**src/rtl/acc_write_arbiter_pkg.sv**
```systemverilog
// Shared constants and FSM encoding for the accumulator write-port arbiter.
// The accumulator register file uses the same default widths.
package acc_write_arbiter_pkg;

  localparam int ACC_NREQ = 3;
  localparam int ACC_DW   = 8;
  localparam int ACC_AW   = 2;

  typedef logic [0:0] arb_state_t;
  localparam arb_state_t ARB    = 1'b0;
  localparam arb_state_t LOCKED = 1'b1;

  // Index width that stays legal when there is only a single requester.
  function automatic int idx_width(input int n);
    return (n > 1) ? $clog2(n) : 1;
  endfunction

endpackage

```
**src/rtl/acc_write_arbiter_rr_pick.sv**
```systemverilog
// Combinational round-robin search: first set req bit at or above ptr, modulo NREQ.
module rr_pick
  import acc_write_arbiter_pkg::*;
#(
  parameter int NREQ = ACC_NREQ,
  parameter int IW   = idx_width(NREQ)
) (
  input  logic [NREQ-1:0] req,
  input  logic [IW-1:0]   ptr,
  output logic [NREQ-1:0] gnt,
  output logic [IW-1:0]   idx,
  output logic            valid
);

  logic [IW-1:0] cand;

  always_comb begin
    gnt   = '0;
    idx   = '0;
    valid = 1'b0;
    cand  = '0;
    for (int k = 0; k < NREQ; k++) begin
      cand = IW'((int'(ptr) + k) % NREQ);
      if (!valid && req[cand]) begin
        valid     = 1'b1;
        idx       = cand;
        gnt[cand] = 1'b1;
      end
    end
  end

endmodule

```
**src/rtl/acc_write_arbiter.sv**
```systemverilog
// Round-robin arbiter with burst lock for the shared accumulator write port.
// The winning request is registered into a one-cycle-latency write strobe.
module acc_write_arbiter
  import acc_write_arbiter_pkg::*;
#(
  parameter int NREQ = ACC_NREQ,
  parameter int DW   = ACC_DW,
  parameter int AW   = ACC_AW,
  localparam int IW  = idx_width(NREQ)
) (
  input  logic                      clk,
  input  logic                      rst,
  input  logic [NREQ-1:0]           req,
  input  logic [NREQ-1:0]           lock,
  input  logic [NREQ-1:0][AW-1:0]   req_adr,
  input  logic [NREQ-1:0][DW-1:0]   req_data,
  output logic [NREQ-1:0]           gnt,
  output logic                      AcWen,
  output logic [AW-1:0]             WrAdr,
  output logic [DW-1:0]             WrData,
  output logic                      locked,
  output logic [IW-1:0]             owner
);

  arb_state_t      state;
  logic [IW-1:0]   rr_ptr;
  logic [NREQ-1:0] pick_gnt;
  logic [IW-1:0]   pick_idx;
  logic            pick_valid;
  logic [NREQ-1:0] owner_gnt;
  logic [IW-1:0]   xfer_idx;
  logic            xfer;

  function automatic logic [IW-1:0] wrap_inc(input logic [IW-1:0] i);
    return (int'(i) == NREQ - 1) ? '0 : i + 1'b1;
  endfunction

  rr_pick #(.NREQ(NREQ), .IW(IW)) u_pick (
    .req   (req),
    .ptr   (rr_ptr),
    .gnt   (pick_gnt),
    .idx   (pick_idx),
    .valid (pick_valid)
  );

  // Grant is masked by reset so nothing is granted while rst is held low.
  always_comb begin
    owner_gnt        = '0;
    owner_gnt[owner] = req[owner];
    gnt              = '0;
    if (rst) begin
      gnt = (state == LOCKED) ? owner_gnt : pick_gnt;
    end
  end

  assign xfer_idx = (state == LOCKED) ? owner : pick_idx;
  assign xfer     = |(req & gnt);
  assign locked   = (state == LOCKED);

  always_ff @(posedge clk or negedge rst) begin
    if (!rst) begin
      state  <= ARB;
      rr_ptr <= '0;
      owner  <= '0;
      AcWen  <= 1'b0;
      WrAdr  <= '0;
      WrData <= '0;
    end else begin
      AcWen <= xfer;
      if (xfer) begin
        WrAdr  <= req_adr[xfer_idx];
        WrData <= req_data[xfer_idx];
      end
      if (state == ARB) begin
        if (xfer) begin
          rr_ptr <= wrap_inc(xfer_idx);
          if (lock[xfer_idx]) begin
            state <= LOCKED;
            owner <= xfer_idx;
          end
        end
      end else begin
        // Leave the burst when the owner releases lock on a transfer or stops requesting.
        if (!req[owner] || (xfer && !lock[owner])) begin
          state  <= ARB;
          owner  <= '0;
          rr_ptr <= wrap_inc(owner);
        end
      end
    end
  end

endmodule

```
**config.mk**
```make
export PLATFORM = sky130hd
export DESIGN_NAME = acc_write_arbiter
export DESIGN_NICKNAME = d
export VERILOG_FILES = /design/src/rtl/acc_write_arbiter_pkg.sv /design/src/rtl/acc_write_arbiter_rr_pick.sv /design/src/rtl/acc_write_arbiter.sv
export SDC_FILE = /design/constraint.sdc
export NUM_CORES = 1
export LEC_CHECK = 0
export ABC_AREA = 1
export BUFFER_PORTS_ARGS = -buffer_cell sky130_fd_sc_hd__buf_2
export CORE_MARGIN = 2
export CORE_UTILIZATION = 51
export CTS_CLUSTER_SIZE = 10
export DETAILED_ROUTE_END_ITERATION = 6
export PLACE_DENSITY_LB_ADDON = 0.25
export SLEW_MARGIN = 0
export SYNTH_ARGS = -nofsm -noshare
export SYNTH_HDL_FRONTEND = slang
export SYNTH_SLANG_ARGS = --single-unit
```
**constraint.sdc**
```tcl
create_clock -name clk -period 5.7 [get_ports clk]
set_input_delay 1.425 -clock clk [delete_from_list [all_inputs] [get_ports clk]]
set_output_delay 1.425 -clock clk [all_outputs]
set_load 0.01 [all_outputs]
```
==> results.yml, run 1 <==
timing:
  holdWs_ps: 564
  fin_crit_sh_pct: 69.0
  setup_viol: 0
  fin_ws_ps: 1770
  period_minus_slack_ps: 3930
  worstMarginPinSlew_ps: 519
  skew_ps: 5.49
  fmax_mhz: 254
  slew_viol_final: 0
  finalSetupTns_ps: 0
  relSlewSlack_pct: 65.4
  rsz0062_at_grt: "no"
  hold_viol: 0
flow_run:
  maxCapViolations: 0
global_route:
  met3_usage_pct: 3.11
  grt_util_met2_pct: 40.9
  antenna_found_initial: 0
  grt_pass1_vias: 1175
  grt_start_max_net_pins: 26
  grt_overflow_total: 0
  grt_pass1_wl_um: 4810
  grt.total_usage_pct: 23.2
  use_met1_pct: 28.1
  top_usage_layer: "met2"
clock_tree:
  clk_pin_slew_ps: 90
  numCtsBuffers: 3
  cts_hold_buf: 0
  h-tree-depth: 1
  cts_root_buffer: "clkbuf_4"
  clockBufferDepth: 2
  post_cts_buffers: 0
  ctsResizeCount: 0
  cts_tree: "yes"
  cts.sinks: 16
  clk_latency_ps: 280
run_status:
  outcome: "complete, no violations"
route:
  drc: 0
  vias: 1398
  first_iter_violations: 64
  drtAntennaViolNets: 0
  wl_per_cell_um: 11.4
  vias_per_cell: 5.30
  dr.pass1.iters: 5
  drt-total-wl_um: 3010
yosys:
  syn_area_um2: 1250
  yosysTopAreaCellShare_pct: 32.1
  synth_area_leaders: "dfrtp_1 32%, nand2_1 20%, nand3_1 8.8%, a41oi_1 7.0%, nor2_1 4.8%"
  synth-seq-cells: 16
  syn_area_per_cell_um2: 6.81
  synth_warnings: 0
  synth-edff-count: 0
  synth_nets: 225
  ys_dominant_reg_cell: "dfrtp_1"
  yosysMostFrequentCell: "nand2_1"
  syn_inst: 183
  synth-seq-area-share_pct: 32.1
  synthArstFlopShare_pct: 100
  synthTopCellsByCount: "66 x nand2_1, 22 x nand3_1, 16 x dfrtp_1, 16 x nor2_1, 14 x inv_1"
  ys_types: 25
  synth_top_area_cell: "dfrtp_1"
placed_design:
  pre_cts_ws_ps: 1770
  gp_congestion: 0.814
  hpwl_um: 2400
  dp.cells: 260
  io_buffer_count: 54
  placed_area_um2: 1520
layout:
  drive_gt1_share_pct: 31.8
  fillers: 219
  antenna_cells: 0
  area_growth_pct: 25.0
  fin_area_um2: 1560
  fin_util_pct: 69.1
  fin_cells: 264
  fin_nets: 279
setup_path:
  critPathRequiredTime_ps: 4280
  worstSetupPathType: "in -> out"
  worstPathMaxFanout: 5
  cp-start-kind: "input port"
  arrival_ps: 2510
  end_kind: "output port"
floorplan:
  die_h_um: 53.4
  core_um2: 2250
  dieArea_um2: 2850
  start_util_pct: 55.3
  num_io_pins: 55
  row_count: 17
  fp.dieW_um: 53.4
hold_path:
  hold_path_class: "reg -> reg"
power_and_ir_drop:
  ir_worst_vdd_mv: 0.351
  powerDensity_nw_per_um2: 576
  power_uw: 898
  p_leak_nw: 0.827
[worst paths after layout]
| kind | from | endpoint | slack (ps) | cells past startpoint |
|---|---|---|---|---|
| worst max-delay path | req[1] | gnt[0] | 1770 | 11 |
| worst min-delay path | WrData[4] | WrData[4] | 560 | 2 |
| worst max register to register | rr_ptr[0] | owner[0] | 2930 | 16 |
| max in group asynchronous | rst | rr_ptr[1] | 4340 | 1 |
| min in group asynchronous | rst | owner[1] | 1060 | 1 |
| worst min register to register | WrData[4] | WrData[4] | 560 | 2 |
[placed cells by master, fill, tap and decap left out]
cell	instances
a21oi_2	1
clkbuf_4	3
o21ai_2	2
clkinv_1	1
or2_0	1
nand3_1	22
nand4_1	3
nand2_1	66
nand2_2	6
dfrtp_1	16
nor2_1	16
o21ai_1	2
a21oi_1	1
o21ai_0	2
inv_1	14
a41oi_1	10
nand2_4	1
inv_2	2
buf_2	54
nor3_1	2
a221oi_1	1
nor2_2	1
ha_1	4
nand3_2	3
o21ai_4	1
clkbuf_8	1
[cell families after synthesis]
family,count (synthesis),synth area share [%]
AND/OR/NAND/NOR,121,43.2
buffers and inverters,22,7.53
AO/OA/AOI/OAI,20,13.2
flip-flops,16,32.1
adder cells (fa/ha/maj),4,4.02
[worst max-delay path: stages]
cell and delay (ps):
buf_2 130, inv_1 70, nand2_1 50, nand3_1 70, nand2_1 110, nor2_1 170
nand3_1 90, nand3_1 110, nand2_1 60, nor2_1 80, buf_2 130
[area by class of cell]
class                           instances  area [um^2]  area share (%)
Clock buffer                            4         36.3            2.33
Multi-Input combinational cell        145          752            48.3
Timing Repair Buffer                   54          270            17.3
Sequential cell                        16          400            25.7
Tap cell                               28         35.0            2.25
Inverter                               17         63.8            4.10
[flip-flops by register name (all words and copies together) (netlist names)]
signal  flops
owner       2
locked      1
AcWen       1
WrAdr       2
rr_ptr      2
WrData      8
[metal layers]
metal	vias up	routed length, um
met4	0	22
met5	-	0
met2	60	1490
met3	2	180
met1	620	1320
li1	716	-
[where the power goes]
part / leakage [nW] / switching, mW / internal [mW]
combinational: 0.614 / 0.408 / 0.215
clock: 0.0210 / 0.0340 / 0.0388
sequential: 0.191 / 0.0342 / 0.168
total: 0.827 / 0.476 / 0.422
Power figures use the tool's default switching activity.
==> run 2, diff against run 1 <==
--- a/config.mk
+++ b/config.mk
@@ -5,10 +5,10 @@
 export SDC_FILE = /design/constraint.sdc
 export NUM_CORES = 1
 export LEC_CHECK = 0
-export ABC_AREA = 1
+export ABC_AREA = 0
 export BUFFER_PORTS_ARGS = -buffer_cell sky130_fd_sc_hd__buf_2
 export CORE_MARGIN = 2
-export CORE_UTILIZATION = 51
+export CORE_UTILIZATION = 49
 export CTS_CLUSTER_SIZE = 10
 export DETAILED_ROUTE_END_ITERATION = 6
 export PLACE_DENSITY_LB_ADDON = 0.25
==> constraint.sdc (replaced) <==
create_clock -name clk -period 4.05 [get_ports clk]
set_input_delay 1.0125 -clock clk [delete_from_list [all_inputs] [get_ports clk]]
set_output_delay 1.0125 -clock clk [all_outputs]
set_load 0.01 [all_outputs]
==> run 2 against run 1 <==
Sequential cell count stayed put. Via count grew 5.1%. Highest routed layer unchanged. Routed wire length rose by 10%. Die area grew 18%. Global-route usage down 2.5 points. Register-to-register slack lost 2200 ps. Sequential share of layout area shrank 2.1 points.
==> results.yml, run 2 <==
floorplan:
  die_h_um: 58.1
  core_um2: 2760
  fp.dieW_um: 58.1
  row_count: 19
  start_util_pct: 52.0
  dieArea_um2: 3380
  num_io_pins: 55
yosys:
  ys_types: 44
  syn_inst: 182
  synth_top_family_by_area: "compound AO/OA/AOI/OAI gates"
  ys_dominant_reg_cell: "dfrtp_1"
  synth-seq-cells: 16
  synth-compound-area-share_pct: 24.8
  syn_area_um2: 1430
  synthMuxAreaShare_pct: 12.7
  synth_area_leaders: "dfrtp_1 28%, mux2i_1 11%, a21oi_1 8.0%, nor2_1 6.8%, ha_1 3.5%"
  synthArstFlopShare_pct: 100
  synth-edff-count: 0
  synth_xor_area_share_pct: 0
  synthTopCellsByCount: "26 x nor2_1, 23 x a21oi_1, 16 x dfrtp_1, 16 x mux2i_1, 10 x inv_1"
  synth_nets: 224
  syn_area_per_cell_um2: 7.88
  synth_top_area_cell: "dfrtp_1"
  yosysTopAreaCellShare_pct: 27.9
  synthSimpleGateAreaFrac_pct: 22.3
  yosysMostFrequentCell: "nor2_1"
  synth_adder_area_share_pct: 3.49
  synth-seq-area-share_pct: 27.9
  synth_warnings: 0
setup_path:
  reg2reg_slack_ps: 780
  end_kind: "output port"
  cp-start-kind: "flip-flop"
  worstSetupPathType: "reg -> out"
  critPathRequiredTime_ps: 3040
  worstPathMaxFanout: 12
  crit_start: "rr_ptr[1]"
  worstRegToRegCells: 10
  reg2reg_from: "rr_ptr[0]"
  arrival_ps: 2500
clock_tree:
  clockBufferDepth: 2
  post_cts_buffers: 0
  cts.sinks: 16
  numCtsBuffers: 3
  ctsResizeCount: 0
  clk_pin_slew_ps: 80
  cts_root_buffer: "clkbuf_4"
  cts_hold_buf: 0
  clk_latency_ps: 270
  cts_tree: "yes"
  h-tree-depth: 1
global_route:
  grt_pass1_vias: 1335
  grt_start_max_net_pins: 22
  antenna_found_initial: 0
  grt.total_usage_pct: 20.6
  grt_pass1_wl_um: 5540
  grt_overflow_total: 0
timing:
  setup_viol: 0
  worstMarginPinSlew_ps: 732
  hold_viol: 0
  fmax_mhz: 285
  period_minus_slack_ps: 3510
  finalSetupTns_ps: 0
  slew_viol_final: 0
  skew_ps: 4.43
  relSlewSlack_pct: 51.1
  fin_crit_sh_pct: 86.8
  rsz0062_at_grt: "no"
power_and_ir_drop:
  ir_worst_vdd_mv: 0.595
  p_leak_nw: 0.808
  power_mw: 1.37
  powerDensity_nw_per_um2: 806
hold_path:
  hold_depth: 2
  hold_path_class: "reg -> reg"
  hp-start: "WrData[2]"
placed_design:
  io_buffer_count: 54
  dp.cells: 254
  gp_congestion: 0.938
  hpwl_um: 2590
route:
  drt-total-wl_um: 3320
  drc: 0
  dr.pass1.iters: 4
  first_iter_violations: 99
  vias_per_cell: 5.72
  vias: 1469
  drtAntennaViolNets: 0
  wl_per_cell_um: 12.9
layout:
  fillers: 265
  final_cell_mix: "54 x buf_2, 26 x nor2_1, 23 x a21oi_1"
  regMostFlops: "WrData"
  fin_util_pct: 61.6
  area_growth_pct: 18.5
  fin_nets: 270
  layout_commonest_cell: "buf_2"
  drive_gt1_share_pct: 28.8
  largest_reg_flops: 8
  antenna_cells: 0
  fin_cells: 257
flow_run:
  maxCapViolations: 0
run_status:
  outcome: "complete, no violations"
-- run 2: critical path: stages (launching register included) --
cell	delay, ps
dfrtp_1	420
inv_1	90
ha_1	410
nor4bb_1	340
a31oi_1	90
o21ai_2	150
a221oi_1	90
a211o_1	300
a21boi_0	180
buf_2	160
-- run 2: cell families after synthesis --
family,Yosys count
AOI/OAI and AO/OA,56
muxes,18
buffers and inverters,26
and+or+nand+nor,62
adders and majority gates,4
DFF,16
-- run 2: path summary, 6_finish.rpt --
kind	to
max in group asynchronous	WrData[4]
worst max-delay path	gnt[1]
worst max register to register	owner[1]
worst min-delay path	WrData[2]
min in group asynchronous	locked
worst min register to register	WrData[2]
-- run 2: per-layer routing --
metal | GRT usage (%) | routed length, um | up-vias
li1 | - | - | 743
met1 | 26.0 | 1480 | 671
met2 | 36.4 | 1640 | 53
met3 | 4.02 | 194 | 2
met4 | 4.65 | 15 | 0
met5 | 0 | 0 | -
-- run 2: final cells by class --
type,instances,area [um^2],area share (%)
tap,31,38.8,2.28
sequential,16,400,23.6
multi-input combinational,140,907,53.4
inverter,10,37.5,2.21
timing repair buffer,57,293,17.2
clock buffer,3,22.5,1.33
-- run 2: power by group --
part	internal [mW]	switching, mW
registers	0.239	0.0693
logic	0.429	0.553
clock network	0.0343	0.0444
total	0.703	0.667
-- run 2: through the flow --
step	hold slack, ps	cell area [um^2]	setup WS, ps
finish	532	1700	536
global route	559	1700	289
CTS	537	1700	533
detailed placement	519	1680	605
global placement	505	1680	631
floorplan	534	1430	847
